<file path="src/rtl/main_mem_pkg.sv">
// ---------------------------------------------------------------------------
// main_mem_pkg
// Shared definitions for the cache backing memory: address/data geometry,
// the read-channel state encoding and address field helpers that the cache
// uses to split a word address into {tag, set}.
// ---------------------------------------------------------------------------
package main_mem_pkg;

   localparam int ADDR_W = 5;
   localparam int DATA_W = 3;
   localparam int TAG_W  = 3;
   localparam int SET_W  = 2;

   // Read channel states
   typedef enum logic [1:0] {
      IDLE = 2'd0,
      WAIT = 2'd1,
      RESP = 2'd2
   } state_t;

   // Upper address bits: cache tag
   function automatic logic [TAG_W-1:0] tag_of(input logic [ADDR_W-1:0] addr);
      return addr[ADDR_W-1 -: TAG_W];
   endfunction

   // Lower address bits: cache set index
   function automatic logic [SET_W-1:0] set_of(input logic [ADDR_W-1:0] addr);
      return addr[SET_W-1:0];
   endfunction

endpackage

</file>
<file path="src/rtl/main_memory_write_buffer.sv">
// ---------------------------------------------------------------------------
// write_buffer
// Single-entry posted write buffer. Holds one write-back until its drain
// counter expires, then raises o_commit for exactly one cycle so the owner
// can write the array. Also answers "does this read address match the
// buffered entry" for store-to-load forwarding.
//
// Ports
//   clock, reset  : clock, synchronous active-high reset
//   i_load        : capture i_addr/i_data (only asserted while empty)
//   i_addr/i_data : write-back address and data
//   i_rd_addr     : address of the read being accepted this cycle
//   o_full        : entry occupied
//   o_addr/o_data : buffered entry
//   o_hit         : entry occupied and matches i_rd_addr
//   o_commit      : entry drains to the array on this edge
// ---------------------------------------------------------------------------
module write_buffer #(
   parameter int ADDR_W  = 5,
   parameter int DATA_W  = 3,
   parameter int LATENCY = 3
) (
   input  logic              clock,
   input  logic              reset,
   input  logic              i_load,
   input  logic [ADDR_W-1:0] i_addr,
   input  logic [DATA_W-1:0] i_data,
   input  logic [ADDR_W-1:0] i_rd_addr,
   output logic              o_full,
   output logic [ADDR_W-1:0] o_addr,
   output logic [DATA_W-1:0] o_data,
   output logic              o_hit,
   output logic              o_commit
);
   import main_mem_pkg::*;

   localparam int CNT_W = 4;
   // Loaded with LATENCY-1 so the commit edge lands LATENCY edges after
   // the accepting edge (the load edge itself counts as the first).
   localparam logic [CNT_W-1:0] DRAIN_LOAD = CNT_W'(LATENCY - 1);

   logic              r_full;
   logic [CNT_W-1:0]  r_cnt;
   logic [ADDR_W-1:0] r_addr;
   logic [DATA_W-1:0] r_data;
   logic              w_commit;

   assign w_commit = r_full && (r_cnt == '0);

   always_ff @(posedge clock) begin
      if (reset) begin
         r_full <= 1'b0;
         r_cnt  <= '0;
         r_addr <= '0;
         r_data <= '0;
      end else if (i_load) begin
         r_full <= 1'b1;
         r_cnt  <= DRAIN_LOAD;
         r_addr <= i_addr;
         r_data <= i_data;
      end else if (r_full) begin
         if (w_commit) begin
            r_full <= 1'b0;
         end else begin
            r_cnt <= r_cnt - CNT_W'(1);
         end
      end
   end

   assign o_full   = r_full;
   assign o_addr   = r_addr;
   assign o_data   = r_data;
   // A read on the commit edge still sees r_full and forwards; the data is
   // the same value the array receives on that edge.
   assign o_hit    = r_full && (r_addr == i_rd_addr);
   assign o_commit = w_commit;

endmodule

</file>
<file path="src/rtl/main_memory.sv">
// ---------------------------------------------------------------------------
// main_memory
// Backing store for the 4-way set-associative cache. Fill reads go through
// a fixed-latency request/response channel; dirty write-backs are posted
// into a single-entry write buffer that drains in the background and
// forwards its data to matching reads.
//
// Ports
//   clock       : sole clock, rising edge
//   reset       : synchronous active-high reset (also reloads the array)
//   req_valid   : request present
//   req_ready   : request accepted when req_valid && req_ready at an edge
//   req_write   : 1 = write-back, 0 = fill read
//   req_addr    : word address {tag, set}
//   req_wdata   : write-back data
//   resp_valid  : one-cycle pulse, resp_data valid
//   resp_data   : read data, held until the next response
//   wb_pending  : write buffer occupied
// ---------------------------------------------------------------------------
module main_memory #(
   parameter int ADDR_W  = main_mem_pkg::ADDR_W,
   parameter int DATA_W  = main_mem_pkg::DATA_W,
   parameter int LATENCY = 3
) (
   input  logic              clock,
   input  logic              reset,
   input  logic              req_valid,
   output logic              req_ready,
   input  logic              req_write,
   input  logic [ADDR_W-1:0] req_addr,
   input  logic [DATA_W-1:0] req_wdata,
   output logic              resp_valid,
   output logic [DATA_W-1:0] resp_data,
   output logic              wb_pending
);
   import main_mem_pkg::*;

   localparam int CNT_W = 4;
   localparam int DEPTH = 1 << ADDR_W;
   // The response cycle itself accounts for one cycle of latency, so a
   // non-forwarded read waits LATENCY-1 cycles in WAIT; the counter counts
   // down to 0 inclusive, hence the -2. LATENCY = 1 skips WAIT entirely.
   localparam logic [CNT_W-1:0] RD_LOAD = CNT_W'((LATENCY > 1) ? (LATENCY - 2) : 0);
   localparam bit               RD_FAST = (LATENCY == 1);

   state_t            r_state;
   state_t            w_next;
   logic [CNT_W-1:0]  r_cnt;
   logic [DATA_W-1:0] r_hold;
   logic [DATA_W-1:0] r_resp_data;
   logic [DATA_W-1:0] r_mem [DEPTH];

   logic              w_accept;
   logic              w_rd_accept;
   logic              w_wr_accept;
   logic              w_direct;
   logic [DATA_W-1:0] w_rd_word;

   logic              w_wb_full;
   logic              w_wb_hit;
   logic              w_wb_commit;
   logic [ADDR_W-1:0] w_wb_addr;
   logic [DATA_W-1:0] w_wb_data;

   assign w_accept    = req_valid && req_ready;
   assign w_rd_accept = w_accept && !req_write;
   assign w_wr_accept = w_accept && req_write;

   // Read data is fixed at acceptance; a later drain cannot change it.
   assign w_rd_word = w_wb_hit ? w_wb_data : r_mem[req_addr];
   // Forwarded reads and LATENCY = 1 reads go straight to RESP.
   assign w_direct  = w_wb_hit || RD_FAST;

   write_buffer #(
      .ADDR_W  (ADDR_W),
      .DATA_W  (DATA_W),
      .LATENCY (LATENCY)
   ) u_wb (
      .clock     (clock),
      .reset     (reset),
      .i_load    (w_wr_accept),
      .i_addr    (req_addr),
      .i_data    (req_wdata),
      .i_rd_addr (req_addr),
      .o_full    (w_wb_full),
      .o_addr    (w_wb_addr),
      .o_data    (w_wb_data),
      .o_hit     (w_wb_hit),
      .o_commit  (w_wb_commit)
   );

   // ---- read FSM: state register ----
   always_ff @(posedge clock) begin
      if (reset) begin
         r_state <= IDLE;
      end else begin
         r_state <= w_next;
      end
   end

   // ---- read FSM: next state ----
   always_comb begin
      w_next = r_state;
      case (r_state)
         IDLE: begin
            if (w_rd_accept) begin
               w_next = w_direct ? RESP : WAIT;
            end
         end
         WAIT: begin
            if (r_cnt == '0) begin
               w_next = RESP;
            end
         end
         RESP:    w_next = IDLE;
         default: w_next = IDLE;
      endcase
   end

   // ---- read FSM: outputs ----
   // req_ready looks at req_write combinationally so a full write buffer
   // never stalls a fill read.
   always_comb begin
      req_ready  = 1'b0;
      resp_valid = 1'b0;
      case (r_state)
         IDLE:    req_ready  = !req_write || !w_wb_full;
         RESP:    resp_valid = 1'b1;
         default: begin
            req_ready  = 1'b0;
            resp_valid = 1'b0;
         end
      endcase
   end

   // Latency counter, captured read word and the held response register
   always_ff @(posedge clock) begin
      if (reset) begin
         r_cnt       <= '0;
         r_hold      <= '0;
         r_resp_data <= '0;
      end else if (w_rd_accept) begin
         r_cnt  <= RD_LOAD;
         r_hold <= w_rd_word;
         if (w_direct) begin
            r_resp_data <= w_rd_word;
         end
      end else if (r_state == WAIT) begin
         if (r_cnt == '0) begin
            r_resp_data <= r_hold;
         end else begin
            r_cnt <= r_cnt - CNT_W'(1);
         end
      end
   end

   // Array: reset pattern makes an unwritten word read back its own tag.
   always_ff @(posedge clock) begin
      if (reset) begin
         for (int i = 0; i < DEPTH; i++) begin
            r_mem[i] <= DATA_W'(i >> SET_W);
         end
      end else if (w_wb_commit) begin
         r_mem[w_wb_addr] <= w_wb_data;
      end
   end

   assign resp_data  = r_resp_data;
   assign wb_pending = w_wb_full;

endmodule

</file>
<file path="config.mk">
export PLATFORM = sky130hd
export DESIGN_NAME = main_memory
export DESIGN_NICKNAME = d
export VERILOG_FILES = /design/src/rtl/main_mem_pkg.sv /design/src/rtl/main_memory_write_buffer.sv /design/src/rtl/main_memory.sv
export SDC_FILE = /design/constraint.sdc
export NUM_CORES = 1
export LEC_CHECK = 0
export CORE_AREA = 2 2 118 120
export DETAILED_ROUTE_END_ITERATION = 10
export DIE_AREA = 0 0 120 122
export DONT_BUFFER_PORTS = 1
export GPL_ROUTABILITY_DRIVEN = 0
export MAX_ROUTING_LAYER = met4
export PLACE_DENSITY_LB_ADDON = 0.1
export RECOVER_POWER = 50
export REMOVE_ABC_BUFFERS = 1
export SYNTH_ARGS = -nofsm -noshare
export SYNTH_HDL_FRONTEND = slang
export SYNTH_SLANG_ARGS = --single-unit
</file>
<file path="constraint.sdc">
create_clock -name clock -period 5.4 [get_ports clock]
set_input_delay 1.08 -clock clock [delete_from_list [all_inputs] [get_ports clock]]
set_output_delay 1.08 -clock clock [all_outputs]
set_load 0.02 [all_outputs]
</file>
==> metrics.md <==
| Metric | Value |
|---|---|
| Layout cells sized above 1 | between 10% and 20% |
| Largest net degree at the start of global routing | 62 |
| WL per Instance | between 20 and 25 um |
| 1st-iter DRT viols | just over 500 |
| Synth Flop Type | edfxtp_1 |
| Initial core utilization | 43.8% |
| Number of setup buffers added after CTS | 0 |
| First-pass iteration count of the detailed router | 5 |
| Die width | between 100 and 150 um |
| Status | finished, violations left |
| Number of vias per cell | 5.79 |
| Crit end category | flip-flop |
| Global Route Usage Sum | between 20% and 30% |
| Leak | 2.05 nW |
| Critical path startpoint | u_wb.r_cnt[0] |
| Clock sinks | approximately 120 |
| Maxcap violations | 1 |
| Startpoint types | flip-flop |
| Worst flop-to-flop path endpoint | r_mem[18][2] |
| Clk_lat worst skew | between 0.4 and 0.5 ns |
| Top area cells in the synthesized netlist | edfxtp_1, dfxtp_1, mux4_2 |
| Vias in the first global route | 3869 |
| Endpoints failing setup | 0 |
| Global-route wire length before repair | ~23000 um |
| Layout Skew | 0.00689 ns |
| Tcrit/Tclk final | between 70% and 80% |
| Critical path type | reg -> reg |
| Setup WS post-layout | around 1.6 ns |
| Initial antenna violation count | 0 |
| CP max FO | 17 |
| CTS root buf | clkbuf_16 |
| Post-Synth Simple-Gate Area | between 10% and 20% |
| Number of synthesized flops with an enable pin | 96 |
| Worst slew pin tran | 1.78 ns |
| CP endpoint | r_mem[18][2] |
| Vias | between 3000 and 4000 |
| CTS Buf Count | 17 |
| Main combinational cell family by area after synthesis | simple AND/OR/NAND/NOR gates |
| RSZ-0062 raised after global routing | no |
| Yosys top cell by area | edfxtp_1 |
| Max Fclk | between 0.2 and 0.3 GHz |
| XOR/XNOR share of the synthesized area | under 10% |
| Core area | between 0.01 and 0.015 mm^2 |
| Ys Warns | 0 |
| Arr. time, crit path | about 4.0 ns |
| Synth top area share | about half |
| Worst-case reg-to-reg path depth | 7 |
| Hold-fix buffers, CTS | 0 |
| Critical Path RT | about 5.6 ns |
| GRT Residual Overflow | 0 |
| Buffers on Ports | 0 |
| Antenna Nets Post-Route | 0 |
| Ys async rst share | 0% |
| Pwr dens | roughly 340 mW/mm^2 |
| Flops & latches, synth | 121 |
| Fin. Hold Viols | 0 |
| Post-DP HPWL | roughly 9200 um |
| Netlist cell types | between 40 and 50 |
| Ports | 18 |
| CTS tree | built |
| Setup slack at placement | 2.49 ns |
| Area grow syn2layout | 9.19% |
| Synth Instances | 500 |
| Mux share of post-synthesis cell area | approximately a tenth |
| Max-slew violation count | 18 |
| Post-Syn Area | about 0.006 mm^2 |
| Hold Crit Class | reg -> reg |
| Post_cts resized | 0 |
| CTS clock-pin slew for the worst setup and hold paths | ~0.050 ns |
| Post-synthesis sequential area ratio | a little under three fifths |
| Synth Area in Compound Gates | under 10% |
| Ant. Diodes | 0 |
| Detailed-route DRC error count | 0 |
| FP Rows | 43 |
| Synth Area in Adders | less than 1% |
| Post-Route Setup TNS | 0 ns |
| FF-to-FF setup slack | 1.58 ns |
| Fin nets | approximately 490 |
| Average instance area after synthesis | 11.8 um^2 |
| Final wirelength | around 14000 um |
| Maximum root-to-sink buffer count | 2 |
| Die outline height | approximately 120 um |
| Failing checks | capacitance limit, slew limit |
| # H-tree levels | 4 |
| Worst rel slew slack | -19.3% |
| Die area | about 0.015 mm^2 |
| Fin crit period | 3.82 ns |
| VDD IR max | ~0.23 mV |
| R2r startpoint | u_wb.r_cnt[0] |
## worst max-delay path: stages (launching register included)
cell and delay [ns]:
dfxtp_1 0.30, inv_1 0.11, ha_1 0.16, or3b_1 0.42
or3b_1 0.47, nor3b_1 1.43, nand3_1 0.31, or2_2 0.36
## stage by stage
step                instances  utilization (%)  area [um^2]  hold WS (ns)  power, mW
finish                    670             47.8         6450         0.519       2.17
global route              670             47.8         6450         0.537       2.24
CTS                       670             48.0         6490         0.519       2.19
detailed placement        638             44.3         5980         0.511       1.19
global placement          638             44.3         5980         0.508       1.19
floorplan                 455                -         5730         0.489       1.15
## where the power goes
part           leakage, nW  switching (mW)  internal [mW]
clock network        0.244           0.373          0.625
registers             1.03          0.0232           1.03
logic                0.781          0.0703         0.0499
## flip-flops by register name, indices dropped and copies added (netlist names)
signal / count
u_wb.r_cnt: 4
resp_data: 3
u_wb.o_addr: 5
r_hold: 3
r_cnt: 4
r_mem: 96
r_state: 2
u_wb.o_data: 3
u_wb.o_full: 1
## worst min-delay path by stage
stage / to / slack [ns] / from / cells after the start
floorplan: r_hold[2] / 0.49 / r_hold[2] / 2
global placement: r_hold[2] / 0.51 / r_hold[2] / 2
detailed placement: r_cnt[1] / 0.51 / r_cnt[1] / 2
CTS: r_cnt[1] / 0.52 / r_cnt[1] / 2
global route: r_cnt[1] / 0.54 / r_cnt[1] / 2
finish: r_cnt[1] / 0.52 / r_cnt[1] / 2
## placed cells by master (no fill, tap or decap), drive strengths merged, types with 16 or more instances in the layout
cell | Yosys | final
nand3 | 22 | 22
nand2 | 37 | 37
nor2 | 28 | 28
mux4 | 16 | 16
dfxtp | 25 | 25
or3 | 24 | 24
clkbuf | 35 | 28
nor3 | 25 | 25
edfxtp | 96 | 96
and3 | 23 | 23
## metal layers
| metal | GRT usage [%] | wire length [um] | up-vias |
|---|---|---|---|
| li1 | - | - | 1827 |
| met1 | 29.6 | 6550 | 1912 |
| met2 | 33.0 | 6780 | 118 |
| met3 | 4.40 | 856 | 24 |
| met4 | 8.68 | 214 | 0 |
| met5 | - | 0 | - |
## cells by family (layout without fill, tap and decap cells)
logic type,count (synthesis),in the layout
flip-flops,121,121
multiplexers,39,39
AND/OR/NAND/NOR,210,210
adder cells (fa/ha/maj),3,3
XOR/XNOR,10,10
AO/OA/AOI/OAI,66,66
buffers and inverters,51,41
## area by class of cell
class                   count  area, um^2
clock buffers              27         463
well taps                 180         225
clock inverters             5        46.3
inverters                   6        22.5
repair buffers              3        18.8
fillers                  1195        7050
flip-flops and latches    121        3380
multi-input cells         328        2290
## cell usage after synthesis (3+ instances only)
| cell type | n |
|---|---|
| nand2_1 | 37 |
| and2_1 | 5 |
| or2_2 | 10 |
| or3_1 | 24 |
| nor3b_1 | 5 |
| nor3_1 | 25 |
| o21bai_1 | 7 |
| and3_1 | 23 |
| mux4_2 | 16 |
| nor2b_1 | 6 |
| xor2_1 | 6 |
| nand2b_1 | 9 |
| a22o_1 | 4 |
| mux2i_1 | 13 |
| a21o_1 | 12 |
| dfxtp_1 | 25 |
| ha_1 | 3 |
| nand3_1 | 22 |
| xnor2_1 | 4 |
| clkbuf_1 | 35 |
| o21ai_0 | 11 |
| buf_2 | 8 |
| a31oi_1 | 3 |
| o22ai_1 | 4 |
| edfxtp_1 | 96 |
| nor2_1 | 28 |
| a21oi_1 | 15 |
| inv_1 | 6 |
| mux2_2 | 10 |
| a211oi_1 | 5 |
| nor4_1 | 5 |
No activity file was read; power rests on OpenSTA's default activity.
==> variant 1: new RTL, config.mk and constraints unchanged <==
`DATA_W` is set to 3 in 2 places; all go to 5.
--- a/src/rtl/main_mem_pkg.sv
+++ b/src/rtl/main_mem_pkg.sv
@@ -7,7 +7,7 @@
 package main_mem_pkg;
 
    localparam int ADDR_W = 5;
-   localparam int DATA_W = 3;
+   localparam int DATA_W = 5;
    localparam int TAG_W  = 3;
    localparam int SET_W  = 2;
 
--- a/src/rtl/main_memory_write_buffer.sv
+++ b/src/rtl/main_memory_write_buffer.sv
@@ -17,7 +17,7 @@
 // ---------------------------------------------------------------------------
 module write_buffer #(
    parameter int ADDR_W  = 5,
-   parameter int DATA_W  = 3,
+   parameter int DATA_W  = 5,
    parameter int LATENCY = 3
 ) (
    input  logic              clock,
Interface: changed (resized req_wdata and resp_data); port bits go from 18 to 22. The function was not compared with the original's and may differ.
==> variant 1 against the original RTL <==
  * The run still ends with max-capacitance violations, max-slew violations left
  * Global-route usage grew 7.8 points
  * Cell area up 49%
  * Power increased by 38%
  * Routed wire length is 39% higher
  * Die area unchanged
  * Via count up 46%
  * Setup slack improved by 0.84 ns
  * Sequential cell count is 70 higher
  * Non-clock buffer count increased by 6
  * Area after synthesis increased by 55%
  * Critical path type unchanged
  * Critical endpoint is now r_mem[17][0]
  * Highest routed layer unchanged
==> variant 1: results (changes against the original RTL) <==
Synth Instances=749 (+50%); largest net degree at the start of global routing=83 (+34%); fin. max-slew vios=10 (-8); Leak=3.25 nW (+59%); CP max stage delay=0.63 ns (-0.80 ns); first-pass GRT wire length=30.8 mm (+37%); failing checks=max-capacitance violations, max-slew violations; Cell Int Power=2.34 mW (+38%); maximum fanout along the worst path=9 (-8); Peak Freq=336 MHz (+28%); Post-synth EDFFs=160 (+67%); GRT Util Overall=29.8% (+7.8 points); clock group power=1.15 mW (+15%); Slew @ Worst Pin=1.63 ns (-0.151 ns); Seq/Total Area, Yosys=59.2% (+2.0 points); drt total wl=20.0 mm (+39%); Max IR drop VDD=192 uV (-16%); M1 GR Usage=36.6% (+7.0 points); detailed-route wire length per cell=21.9 um (+1.8%); slowest CP cell=nor3_1; sequential fraction of design power=55.5% (+7.1 points); grt met2 use=48.9% (+16 points); max capacitance violation total=1 (unchanged); area post-placement=9150 um^2 (+53%); dpl hpwl=13.1 mm (+42%); status=finished, violations left; M1 WL=7.92 mm (+21%); met3 Track Usage GR=5.81% (+1.4 points); ranking of synthesized cells by area=edfxtp_1 (52%), mux2i_1 (10%), and2_1 (7.7%); Post-Place Setup Slack=2.47 ns (-0.0146 ns); DRT iter0 DRCs=487 (-6.0%); routed wl met2=10.4 mm (+53%); Worst Clk Skew=0.00823 ns (+0.00135 ns); R2R setup slack=2.43 ns (+0.84 ns); Crit path depth=5 (-2); post-synthesis xor/xnor area fraction=0.956% (-0.53 points); FILL cells=954 (-20%); Sw Pwr=0.647 mW (+39%); Synth cell types=42 (-4.5%); worst skew pair latency=0.44 ns (+0.02 ns); multiplexer share of the synthesized area=10.4% (+0.18 points); layout cells sized above 1=5.85% (-6.2 points); met3 WL post-DR=1.20 mm (+40%); Via Count=5679 (+46%); reg2reg end=r_mem[17][0]
variant 1: cell count changes in the layout (fill, tap and decap cells not counted), sizes merged, moves of 12 or more:
cell | unedited run | this run
a21o | 12 | 0
a21oi | 15 | 29
a22oi | 0 | 40
and2 | 5 | 113
and3 | 23 | 0
edfxtp | 96 | 160
mux2i | 13 | 95
mux4 | 16 | 0
nand2 | 37 | 10
nand3 | 22 | 3
nor2 | 28 | 54
or2 | 11 | 33
or3 | 24 | 43
variant 1: layout make-up:
| type | instances | area [um^2] | area share [%] |
|---|---|---|---|
| Multi-Input combinational cell | 498 | 3370 | 35.0 |
| Inverter | 5 | 18.8 | 0.195 |
| Tap cell | 180 | 225 | 2.34 |
| Timing Repair Buffer | 9 | 63.8 | 0.662 |
| Sequential cell | 191 | 5430 | 56.3 |
| Clock buffer | 24 | 462 | 4.79 |
| Clock inverter | 8 | 68.8 | 0.714 |
==> variant 2: new RTL, same flow settings <==
Made on the original files. The 3 states of `state_t` get a one-hot encoding in 3 bits.
--- a/src/rtl/main_mem_pkg.sv
+++ b/src/rtl/main_mem_pkg.sv
@@ -12,10 +12,10 @@
    localparam int SET_W  = 2;
 
    // Read channel states
-   typedef enum logic [1:0] {
-      IDLE = 2'd0,
-      WAIT = 2'd1,
-      RESP = 2'd2
+   typedef enum logic [2:0] {
+      IDLE = 3'b001,
+      WAIT = 3'b010,
+      RESP = 3'b100
    } state_t;
 
    // Upper address bits: cache tag
Check against the original RTL: no difference found for any inputs over 10 cycles, from zero or initial values and one cycle with reset high; not proved beyond that.
==> variant 2 against the original RTL <==
  * Power rose by 12%
  * Cell area rose by 2.8%
  * Routed wire length rose by 0.52%
  * Setup slack improved by 0.77 ns
  * Global-route usage fell by 0.090 points
  * Die area did not move
  * Largest cell class unchanged
  * Area after synthesis rose by 0.19%
  * Sequential cell count rose by 1
  * Critical path type unchanged
  * Synthesized cell count rose by 5.2%
==> variant 2: results (changes against the original RTL) <==
detailed-route wire length per cell=20.7 um (-3.5%); routed wl met2=7.03 mm (+3.6%); M1 GR Usage=28.6% (-0.96 points); # placed instances=666 (+4.4%); area post-placement=6000 um^2 (+0.42%); GRT Util Overall=21.9% (-0.090 points); via count of the first global-routing pass=3928 (+1.5%); Seq/Total Area, Yosys=57.5% (+0.23 points); Sw Pwr=0.534 mW (+14%); top cells by count, synth=edfxtp_1 (96), nand2_1 (64), clkbuf_1 (35); layout cells sized above 1=11.0% (-1.0 points); net total in the final layout=521 (+5.9%); Post-Place Setup Slack=2.38 ns (-0.102 ns); slowest CP cell=or4b_1; met3 WL post-DR=737 um (-14%); routed vias/inst=5.81 (+0.27%); Leak=2.11 nW (+3.1%); status=finished, final reports clean; grt met2 use=32.9% (-0.14 points); Tcrit/Tclk final=56.5% (-14 points); largest net degree at the start of global routing=38 (-39%); first-pass GRT wire length=22.5 mm (about the same); met3 Track Usage GR=5.52% (+1.1 points); Worst Reg-to-Reg Cells=6 (-1); syn avg cell area=11.3 um^2 (-4.8%); clock group power=1.24 mW (+24%); CP max stage delay=0.75 ns (-0.68 ns); Max IR drop VDD=202 uV (-12%); Synth cell types=50 (+14%); M1 WL=6.39 mm (-2.5%); ranking of synthesized cells by area=edfxtp_1 (49%), dfxtp_1 (8.8%), mux4_2 (4.9%)
==> variant 2: changes by cell type after synthesis, sizes merged, moves of 10 or more <==
cell | before | now
mux2i | 13 | 23
nand2 | 37 | 64
mux2 | 10 | 0
o21ai | 11 | 24
a21o | 12 | 0
a221oi | 0 | 11
==> variant 2: area by class of cell <==
cell class,count,area (um^2)
inverter,10,37.5
tap,180,225
clock inverter,15,224
fill,1178,6870
clock buffer,17,425
timing repair buffer,7,45.0
sequential,122,3400
multi-input combinational,347,2270
==> variant 2: cell families (layout without fill, tap and decap cells) <==
| kind of cell | Yosys count | after routing | share of synthesized area (%) |
|---|---|---|---|
| simple gates | 226 | 226 | 19.7 |
| flops | 122 | 122 | 57.5 |
| compound gates | 72 | 72 | 7.86 |
| buf+inv | 57 | 49 | 3.93 |
| mux | 36 | 36 | 8.83 |
| xor+xnor | 9 | 9 | 1.33 |
| fa+ha+maj | 4 | 4 | 0.845 |
